**config.mk**
```make
export PLATFORM = sky130hd
export DESIGN_NAME = packetizer_pe
export DESIGN_NICKNAME = d
export VERILOG_FILES = /design/src/rtl/packetizer_pe.sv
export SDC_FILE = /design/constraint.sdc
export NUM_CORES = 1
export LEC_CHECK = 0
export ABC_AREA = 1
export BUFFER_PORTS_ARGS = -buffer_cell sky130_fd_sc_hd__buf_2
export CORE_UTILIZATION = 57
export CTS_CLUSTER_DIAMETER = 30
export CTS_CLUSTER_SIZE = 24
export DETAILED_ROUTE_END_ITERATION = 8
export PLACE_DENSITY = 0.81
export SYNTH_ARGS = -nofsm -noshare
export SYNTH_HDL_FRONTEND = slang
export SYNTH_SLANG_ARGS = --single-unit
```
**constraint.sdc**
```tcl
create_clock -name clk -period 2.7 [get_ports clk]
set_input_delay 0.54 -clock clk [delete_from_list [all_inputs] [get_ports clk]]
set_output_delay 0.54 -clock clk [all_outputs]
set_load 0.005 [all_outputs]
```
**src/rtl/packetizer_pe.sv**
```systemverilog
// Transmit-side NoC interface for one SNN processing element: packs PE output
// words into 35-bit packets and emits a "PE done" marker packet at end of layer.
module packetizer_pe #(
    parameter int         WIDTH_PACKET  = 35,
    parameter int         WIDTH_PSUM    = 8,
    parameter int         WORDS_PER_PKT = 3,
    parameter logic [2:0] SRC_ADDR      = 3'b011,
    parameter logic [2:0] DEST_ADDR     = 3'b100,
    parameter logic [2:0] DONE_DEST     = 3'b010,
    parameter logic [7:0] DONE_CODE     = 8'hFF
) (
    input  logic                    clk,
    input  logic                    rst,
    input  logic [WIDTH_PSUM-1:0]   psum_data,
    input  logic                    psum_valid,
    output logic                    psum_ready,
    input  logic                    done_valid,
    output logic                    done_ready,
    output logic [WIDTH_PACKET-1:0] pkt_data,
    output logic                    pkt_valid,
    input  logic                    pkt_ready,
    output logic [15:0]             pkt_count
);

    localparam int BUF_W = 3 * WIDTH_PSUM;

    generate
        if (WORDS_PER_PKT < 1 || WORDS_PER_PKT > 3) begin : g_bad_words_per_pkt
            $error("packetizer_pe: WORDS_PER_PKT must be in 1..3");
        end
    endgenerate

    typedef enum logic [1:0] {
        COLLECT,
        SEND,
        SEND_DONE
    } state_t;

    state_t             state;
    state_t             next_state;
    logic [BUF_W-1:0]   word_buf;
    logic [BUF_W-1:0]   merged_words;
    logic [1:0]         word_cnt;
    logic [2:0]         cnt_next;
    logic               pending_done;
    logic               word_fire;
    logic               done_fire;
    logic               pkt_fire;
    logic               buf_full;

    function automatic logic [WIDTH_PACKET-1:0] build_pkt(
        input logic [2:0]       dest,
        input logic [4:0]       num_words,
        input logic [BUF_W-1:0] words
    );
        return {dest, SRC_ADDR, num_words, words};
    endfunction

    // Count field of zero is what tells the depacketizer this is a done marker.
    localparam logic [WIDTH_PACKET-1:0] DONE_PKT =
        {DONE_DEST, SRC_ADDR, 5'd0, {(BUF_W - 8){1'b0}}, DONE_CODE};

    assign word_fire = psum_valid && psum_ready;
    assign done_fire = done_valid && done_ready;
    assign pkt_fire  = pkt_valid && pkt_ready;
    assign cnt_next  = {1'b0, word_cnt} + 3'd1;
    assign buf_full  = (cnt_next == 3'(WORDS_PER_PKT));

    always_comb begin
        merged_words = word_buf;
        for (int k = 0; k < 3; k++) begin
            if (word_cnt == 2'(k)) begin
                merged_words[k*WIDTH_PSUM +: WIDTH_PSUM] = psum_data;
            end
        end
    end

    always_ff @(posedge clk or posedge rst) begin
        if (rst) begin
            state <= COLLECT;
        end else begin
            state <= next_state;
        end
    end

    always_comb begin
        next_state = state;
        case (state)
            COLLECT: begin
                if (word_fire) begin
                    if (buf_full) begin
                        next_state = SEND;
                    end
                end else if (done_fire) begin
                    next_state = (word_cnt != 2'd0) ? SEND : SEND_DONE;
                end
            end
            SEND: begin
                if (pkt_fire) begin
                    next_state = pending_done ? SEND_DONE : COLLECT;
                end
            end
            SEND_DONE: begin
                if (pkt_fire) begin
                    next_state = COLLECT;
                end
            end
            default: next_state = COLLECT;
        endcase
    end

    // Ready is forced low while reset is held so nothing is accepted mid-reset.
    always_comb begin
        psum_ready = 1'b0;
        done_ready = 1'b0;
        if (state == COLLECT && !rst) begin
            psum_ready = 1'b1;
            done_ready = !psum_valid;
        end
    end

    always_ff @(posedge clk or posedge rst) begin
        if (rst) begin
            word_buf     <= '0;
            word_cnt     <= 2'd0;
            pending_done <= 1'b0;
            pkt_data     <= '0;
            pkt_valid    <= 1'b0;
            pkt_count    <= 16'd0;
        end else begin
            case (state)
                COLLECT: begin
                    if (word_fire) begin
                        if (buf_full) begin
                            pkt_data  <= build_pkt(DEST_ADDR, 5'(WORDS_PER_PKT), merged_words);
                            pkt_valid <= 1'b1;
                            word_buf  <= '0;
                            word_cnt  <= 2'd0;
                        end else begin
                            word_buf <= merged_words;
                            word_cnt <= cnt_next[1:0];
                        end
                    end else if (done_fire) begin
                        if (word_cnt != 2'd0) begin
                            pkt_data     <= build_pkt(DEST_ADDR, {3'b000, word_cnt}, word_buf);
                            pending_done <= 1'b1;
                        end else begin
                            pkt_data <= DONE_PKT;
                        end
                        pkt_valid <= 1'b1;
                        word_buf  <= '0;
                        word_cnt  <= 2'd0;
                    end
                end
                SEND, SEND_DONE: begin
                    if (pkt_fire) begin
                        if (pkt_count != 16'hFFFF) begin
                            pkt_count <= pkt_count + 16'd1;
                        end
                        if (state == SEND && pending_done) begin
                            pkt_data     <= DONE_PKT;
                            pending_done <= 1'b0;
                        end else begin
                            pkt_valid <= 1'b0;
                        end
                    end
                end
                default: begin
                    pkt_valid <= 1'b0;
                end
            endcase
        end
    end

endmodule

```
==> results of run 1 <==
==> metal layers <==
layer	track usage	wire (um)	vias up
li1	-	-	1861
met1	0.3869	4216	1769
met4	0.09394	152	0
met5	0	0	-
met2	0.4625	4681	154
met3	0.05486	607	15
==> per-stage QoR <==
step,hold slack (ns),setup slack (ns),power [mW],cell area (sq um),utilization
floorplan,0.4457,0.04050,3.100,4068,-
global placement,0.4518,0.3194,3.655,4397,0.6436
detailed placement,0.4575,0.3206,3.712,4397,0.6436
CTS,0.4759,0.3192,4.476,4564,0.6681
global route,0.4950,0.05924,4.841,4564,0.6681
finish,0.4734,0.2966,4.488,4564,0.6681
==> cell families after synthesis <==
kind of cell	after synthesis	share of synthesized area
other cells	1	0.0009291
flops	75	0.4650
buf+inv	67	0.07594
simple gates	356	0.3704
xor+xnor	5	0.01085
fa+ha+maj	4	0.01240
compound gates	50	0.06447
==> cell type report <==
| cell class | instances | area (sq um) | share of cell area |
|---|---|---|---|
| multi-input cells | 420 | 1881 | 0.4120 |
| flip-flops and latches | 75 | 1877 | 0.4112 |
| repair buffers | 68 | 357.8 | 0.07840 |
| inverters | 42 | 161.4 | 0.03536 |
| clock buffers | 10 | 137.6 | 0.03015 |
| well taps | 96 | 120.1 | 0.02632 |
| clock inverters | 5 | 30.03 | 0.006579 |
==> synth_stat cells <==
master / instances
nand2_1: 230
dfrtp_1: 75
nor2_1: 51
nand3_1: 46
o21ai_0: 41
inv_1: 37
or2_2: 9
buf_2: 8
buf_4: 8
nor3_1: 7
a21oi_1: 5
clkbuf_1: 4
ha_1: 4
buf_1: 3
inv_2: 3
nand3b_1: 3
nand4_1: 3
nor2_4: 3
xor2_1: 3
buf_6: 2
clkinv_1: 2
o22ai_1: 2
xnor2_1: 2
conb_1: 1
nand2_2: 1
nand2_4: 1
nor2_2: 1
nor2_8: 1
o21ai_1: 1
o22ai_2: 1
==> power groups by stage <==
| stage | clock network [mW] | registers [mW] | logic, mW |
|---|---|---|---|
| after global placement | 0 | 1.66 | 2.00 |
| final | 0.771 | 1.65 | 2.07 |
| after floorplan | 0 | 1.65 | 1.45 |
| after global routing | 0.823 | 1.69 | 2.33 |
| after CTS | 0.773 | 1.65 | 2.06 |
| after detailed placement | 0 | 1.67 | 2.05 |
==> path summary, 6_finish.rpt <==
check / from / endpoint / slack [ns] / cells past startpoint
min: pkt_data[5] / pkt_data[5] / 0.47 / 2
max in group asynchronous: rst / pkt_count[3] / 1.53 / 3
min in group asynchronous: rst / pkt_valid / 0.56 / 3
max: state[0] / pkt_data[9] / 0.30 / 10
min reg2reg: pkt_data[5] / pkt_data[5] / 0.47 / 2
max reg2reg: state[0] / pkt_data[9] / 0.30 / 10
==> flip-flops by register name (all words and copies together), names as in the netlist <==
signal and flops:
word_buf 24, word_cnt 2, pending_done 1, pkt_data 29, state 2, pkt_count 16
pkt_valid 1
==> critical path, cell delays in order, from the launching register on <==
cell and delay (ns):
dfrtp_1 0.40, inv_1 0.09, ha_1 0.30, inv_2 0.11, nor2_4 0.11, o21ai_1 0.09
nand2_1 0.08, nand2_2 0.07, nor2_2 0.83, nand2_1 0.14, nand2_1 0.10
==> run metrics, run 1 <==
outcome complete, no violations; setup tns final 0 ns; CTS tree built; normalized max-slew margin 0.2836; total congestion overflow 0; share of layout cells above drive strength 1 0.1694; final clock skew just under 0.009 ns; fin cells between 700 and 800; hold crit path type reg -> reg; Iteration-0 DRC Markers 400; I/O Buffers between 60 and 70; PostCTS Resize Cnt 0; Synth top area share 0.4650; Cell Int Power roughly 2.5 mW; Nets 633; P&R area growth vs syn 13.08%; critical path endpoint category register; number of setup violations in the final report 0; Worst Tran Pin Value about 1.1 ns; Root Buffer clkbuf_8; vias in the first global route roughly 3500; leakage power roughly 2.4 nW; CTS H-tree lvls 3; pin count of the biggest net entering global routing 76; maximum clock frequency between 400 and 500 MHz; cts hold-fix bufs 0; Synth cell types 30; starting density of the core 0.5908; most frequent cells in the layout nand2_1 (230), dfrtp_1 (75), buf_2 (61); first-pass GRT wire length 16500 um; most common cell after layout, fill and taps aside nand2_1; area leader, netlist dfrtp_1; Max Transition Viols Final 0; # rows 30; die footprint ~7400 sq um; RSZ-0062 raised after global routing no; Critical Path Start Type register; WL final roughly 9700 um; Cells after Synth 558; Die Ht roughly 86 um; Clock Path Buffers 2; Clock Power Share 0.172; largest cells by area after synthesis dfrtp_1 (46%), nand2_1 (21%), nand3_1 (5.7%); synthesized flop and latch total 75; IO Pins 67; Max Cap Viol 0; worst IR drop on VDD between 0.6 and 0.7 mV; Routed WL per cell about 13 um; yosys warns 0; Post-CTS Repair Setup Buffers 0; Flop pwr share 0.367; pwr/cell area 983.4 nW/um^2; clk_lat worst skew ~0.36 ns; final worst-path cycle share 0.8902; Max FO, Critical Path 29; layout filler cell count just over 600; DRT Pass-1 Iters 5; Worst-path clk slew approximately 0.08 ns; mapped cell area around 4000 sq um; switch share 0.4509; ANT nets after route 0; Avg Synthesized Cell Area roughly 7.2 sq um; diodes inserted 0; residual DRC count 0; Die X about 86 um; Post-DP HPWL roughly 6800 um; Placer Congestion ~0.92; Seq/Total Area, Yosys 0.4650; critical path type reg -> reg; critical path arrival 2.70 ns; initial antenna violation count 0; placed insts between 700 and 800; vias between 3000 and 4000; total global-route track usage 0.2852; Fin. Hold Viols 0; CTS sink count 75; vias per std cell between 5 and 6; logic gate share of total power 0.461; Net Switching approximately 2 mW; cts bufs inserted 9; core area roughly 7000 sq um; post-route minimum period 2.403 ns; CP Data Required Time around 3.0 ns
Note: power is estimated with default switching activity, not from simulation.
==> inputs of run 2 (changes only) <==
--- a/config.mk
+++ b/config.mk
@@ -11,7 +11,7 @@
 export CTS_CLUSTER_DIAMETER = 30
 export CTS_CLUSTER_SIZE = 24
 export DETAILED_ROUTE_END_ITERATION = 8
-export PLACE_DENSITY = 0.81
+export PLACE_DENSITY = 0.88
 export SYNTH_ARGS = -nofsm -noshare
 export SYNTH_HDL_FRONTEND = slang
 export SYNTH_SLANG_ARGS = --single-unit
==> run metrics, run 2 (synthesis results as in run 1) <==
RSZ-0062 raised after global routing no; share of layout cells above drive strength 1 0.1616 (-0.007804); maximum clock frequency 405.8 MHz (-2.5%); Placer Congestion 0.9028 (-1.6%); vias 3843 (+1.2%); Iteration-0 DRC Markers 363 (-9.3%); clk_lat worst skew 0.36 ns (about the same); outcome complete, no violations; Routed WL per cell 13.48 um (about the same); critical path type reg -> reg; post-route minimum period 2.465 ns (+0.06112 ns); initial antenna violation count 0 (unchanged); Max FO, Critical Path 12 (-59%); diodes inserted 0 (unchanged); CTS tree built; critical path arrival 2.76 ns (+0.06 ns); first-pass GRT wire length 16260 um (-1.4%); cts bufs inserted 9 (unchanged); I/O Buffers 61 (unchanged); vias per std cell 5.375 (+1.3%); layout filler cell count 581 (-4.8%); total congestion overflow 0 (unchanged); total global-route track usage 0.2829 (-0.002369); Clock Path Buffers 2 (unchanged); Fin. Hold Viols 0 (unchanged); IO Pins 67 (unchanged); Post-DP HPWL 6795 um (-0.53%); max incr delay on CP 0.73 ns (-0.10 ns); leakage power 2.395 nW (about the same); Max Transition Viols Final 0 (unchanged); Root Buffer clkbuf_8; number of setup violations in the final report 0 (unchanged); Nets 631 (-0.32%); critical path endpoint category register; largest register by flop count pkt_data; worst r2r path cells 9 (-1); most common cell after layout, fill and taps aside nand2_1; starting density of the core 0.5908 (unchanged); Worst Tran Pin Value 0.9315 ns (-0.1420 ns); pin count of the biggest net entering global routing 76 (unchanged); vias in the first global route 3555 (+0.45%); biggest regs pkt_data: 29 flops, word_buf: 24 flops, pkt_count: 16 flops; # rows 30 (unchanged); hold crit path type reg -> reg; DRT Pass-1 Iters 5 (unchanged); Finished Core Util 0.6696 (+0.001465); setup tns final 0 ns (unchanged); max reg flops 29 (unchanged); slowest cell on the critical path nor2_1; final worst-path cycle share 0.9128 (+0.02264); Fin Hold WS 0.4692 ns (-0.004215 ns); core area 6832 sq um (unchanged); die footprint 7422 sq um (unchanged); worst path cell trace inv_1, ha_1, inv_2, nor2_4, o21ai_1, buf_4, nor2_1, nand3_1, nand2_1; most frequent cells in the layout nand2_1 (230), dfrtp_1 (75), buf_2 (61); Max Cap Viol 0 (unchanged); pwr/cell area 996.8 nW/um^2 (+1.4%); cts hold-fix bufs 0 (unchanged); WL final 9641 um (-0.18%); normalized max-slew margin 0.3767 (+0.09313); P&R area growth vs syn 13.33%; ANT nets after route 0 (unchanged); Tot Pwr 4.560 mW (+1.6%); hold depth 2 (unchanged); Die X 86.15 um (unchanged); Critical Path Start Type register; Worst-path clk slew 0.07 ns (about the same); residual DRC count 0 (unchanged); Die Ht 86.15 um (unchanged); CTS H-tree lvls 3 (unchanged); final clock skew 0.005725 ns (-0.003128 ns); CP Data Required Time 2.99 ns (about the same); worst IR drop on VDD 0.4696 mV (-27%); Post-CTS Repair Setup Buffers 0 (unchanged); CTS sink count 75 (unchanged)
## run 2: cell types whose count changed in the layout (fill, tap and decap cells not counted), sizes merged
cell / previous run / this run
bufinv: 0 / 1
clkbuf: 10 / 14
clkinv: 5 / 3
clkinvlp: 3 / 1
buf: 68 / 66
## run 2: layout make-up
class | count | area (sq um) | share of cell area
clock inverters | 2 | 35.03 | 0.007659
well taps | 96 | 120.1 | 0.02626
clock buffers | 14 | 152.6 | 0.03337
multi-input cells | 420 | 1886 | 0.4122
flip-flops and latches | 75 | 1877 | 0.4103
repair buffers | 66 | 342.8 | 0.07495
inverters | 42 | 161.4 | 0.03528
## run 2: report_power, final
part / internal [mW] / leakage, nW / switching (mW) / total [mW]
registers: 1.44 / 0.993 / 0.213 / 1.66
clock network: 0.453 / 0.0947 / 0.391 / 0.843
logic: 0.659 / 1.31 / 1.40 / 2.06
## run 2: path summary, 6_finish.rpt
kind / start / to / slack [ns]
worst max-delay path: state[0] / pkt_valid / 0.24
worst min-delay path: pkt_data[33] / pkt_data[33] / 0.47
worst max register to register: state[0] / pkt_valid / 0.24
worst min register to register: pkt_data[33] / pkt_data[33] / 0.47
max in group asynchronous: rst / word_buf[17] / 1.54
min in group asynchronous: rst / pkt_count[15] / 0.55
## run 2: what timing repair did
action                     in CTS  in global routing
setup endpoints to repair       0                  7
resized for setup               0                  1
hold endpoints to repair        0                  0
## run 2: per-layer routing
metal	part of all wire	vias up	routed length (um)	global-route usage
met3	0.083	35	799	0.06352
met4	0.033	0	317	0.1652
met5	0	-	0	0
li1	-	1845	-	-
met2	0.45	200	4318	0.4120
met1	0.44	1763	4205	0.3877
## run 2: worst max-delay path, delay by kind of cell, from the launching register on
kind / cells / cell delay (ns)
simple gates: 4 / 1.13
flops: 1 / 0.40
fa+ha+maj: 1 / 0.30
buf+inv: 3 / 0.42
compound gates: 1 / 0.14
## run 2: per-stage QoR
| stage | setup slack [ns] | instance area (sq um) | std cells |
|---|---|---|---|
| after CTS | 0.1933 | 4569 | 715 |
| after global routing | 0.1034 | 4574 | 715 |
| final | 0.2355 | 4574 | 715 |
| after detailed placement | 0.1834 | 4382 | 699 |
| after global placement | 0.2900 | 4382 | 699 |
| after floorplan | 0.04050 | 4068 | 562 |
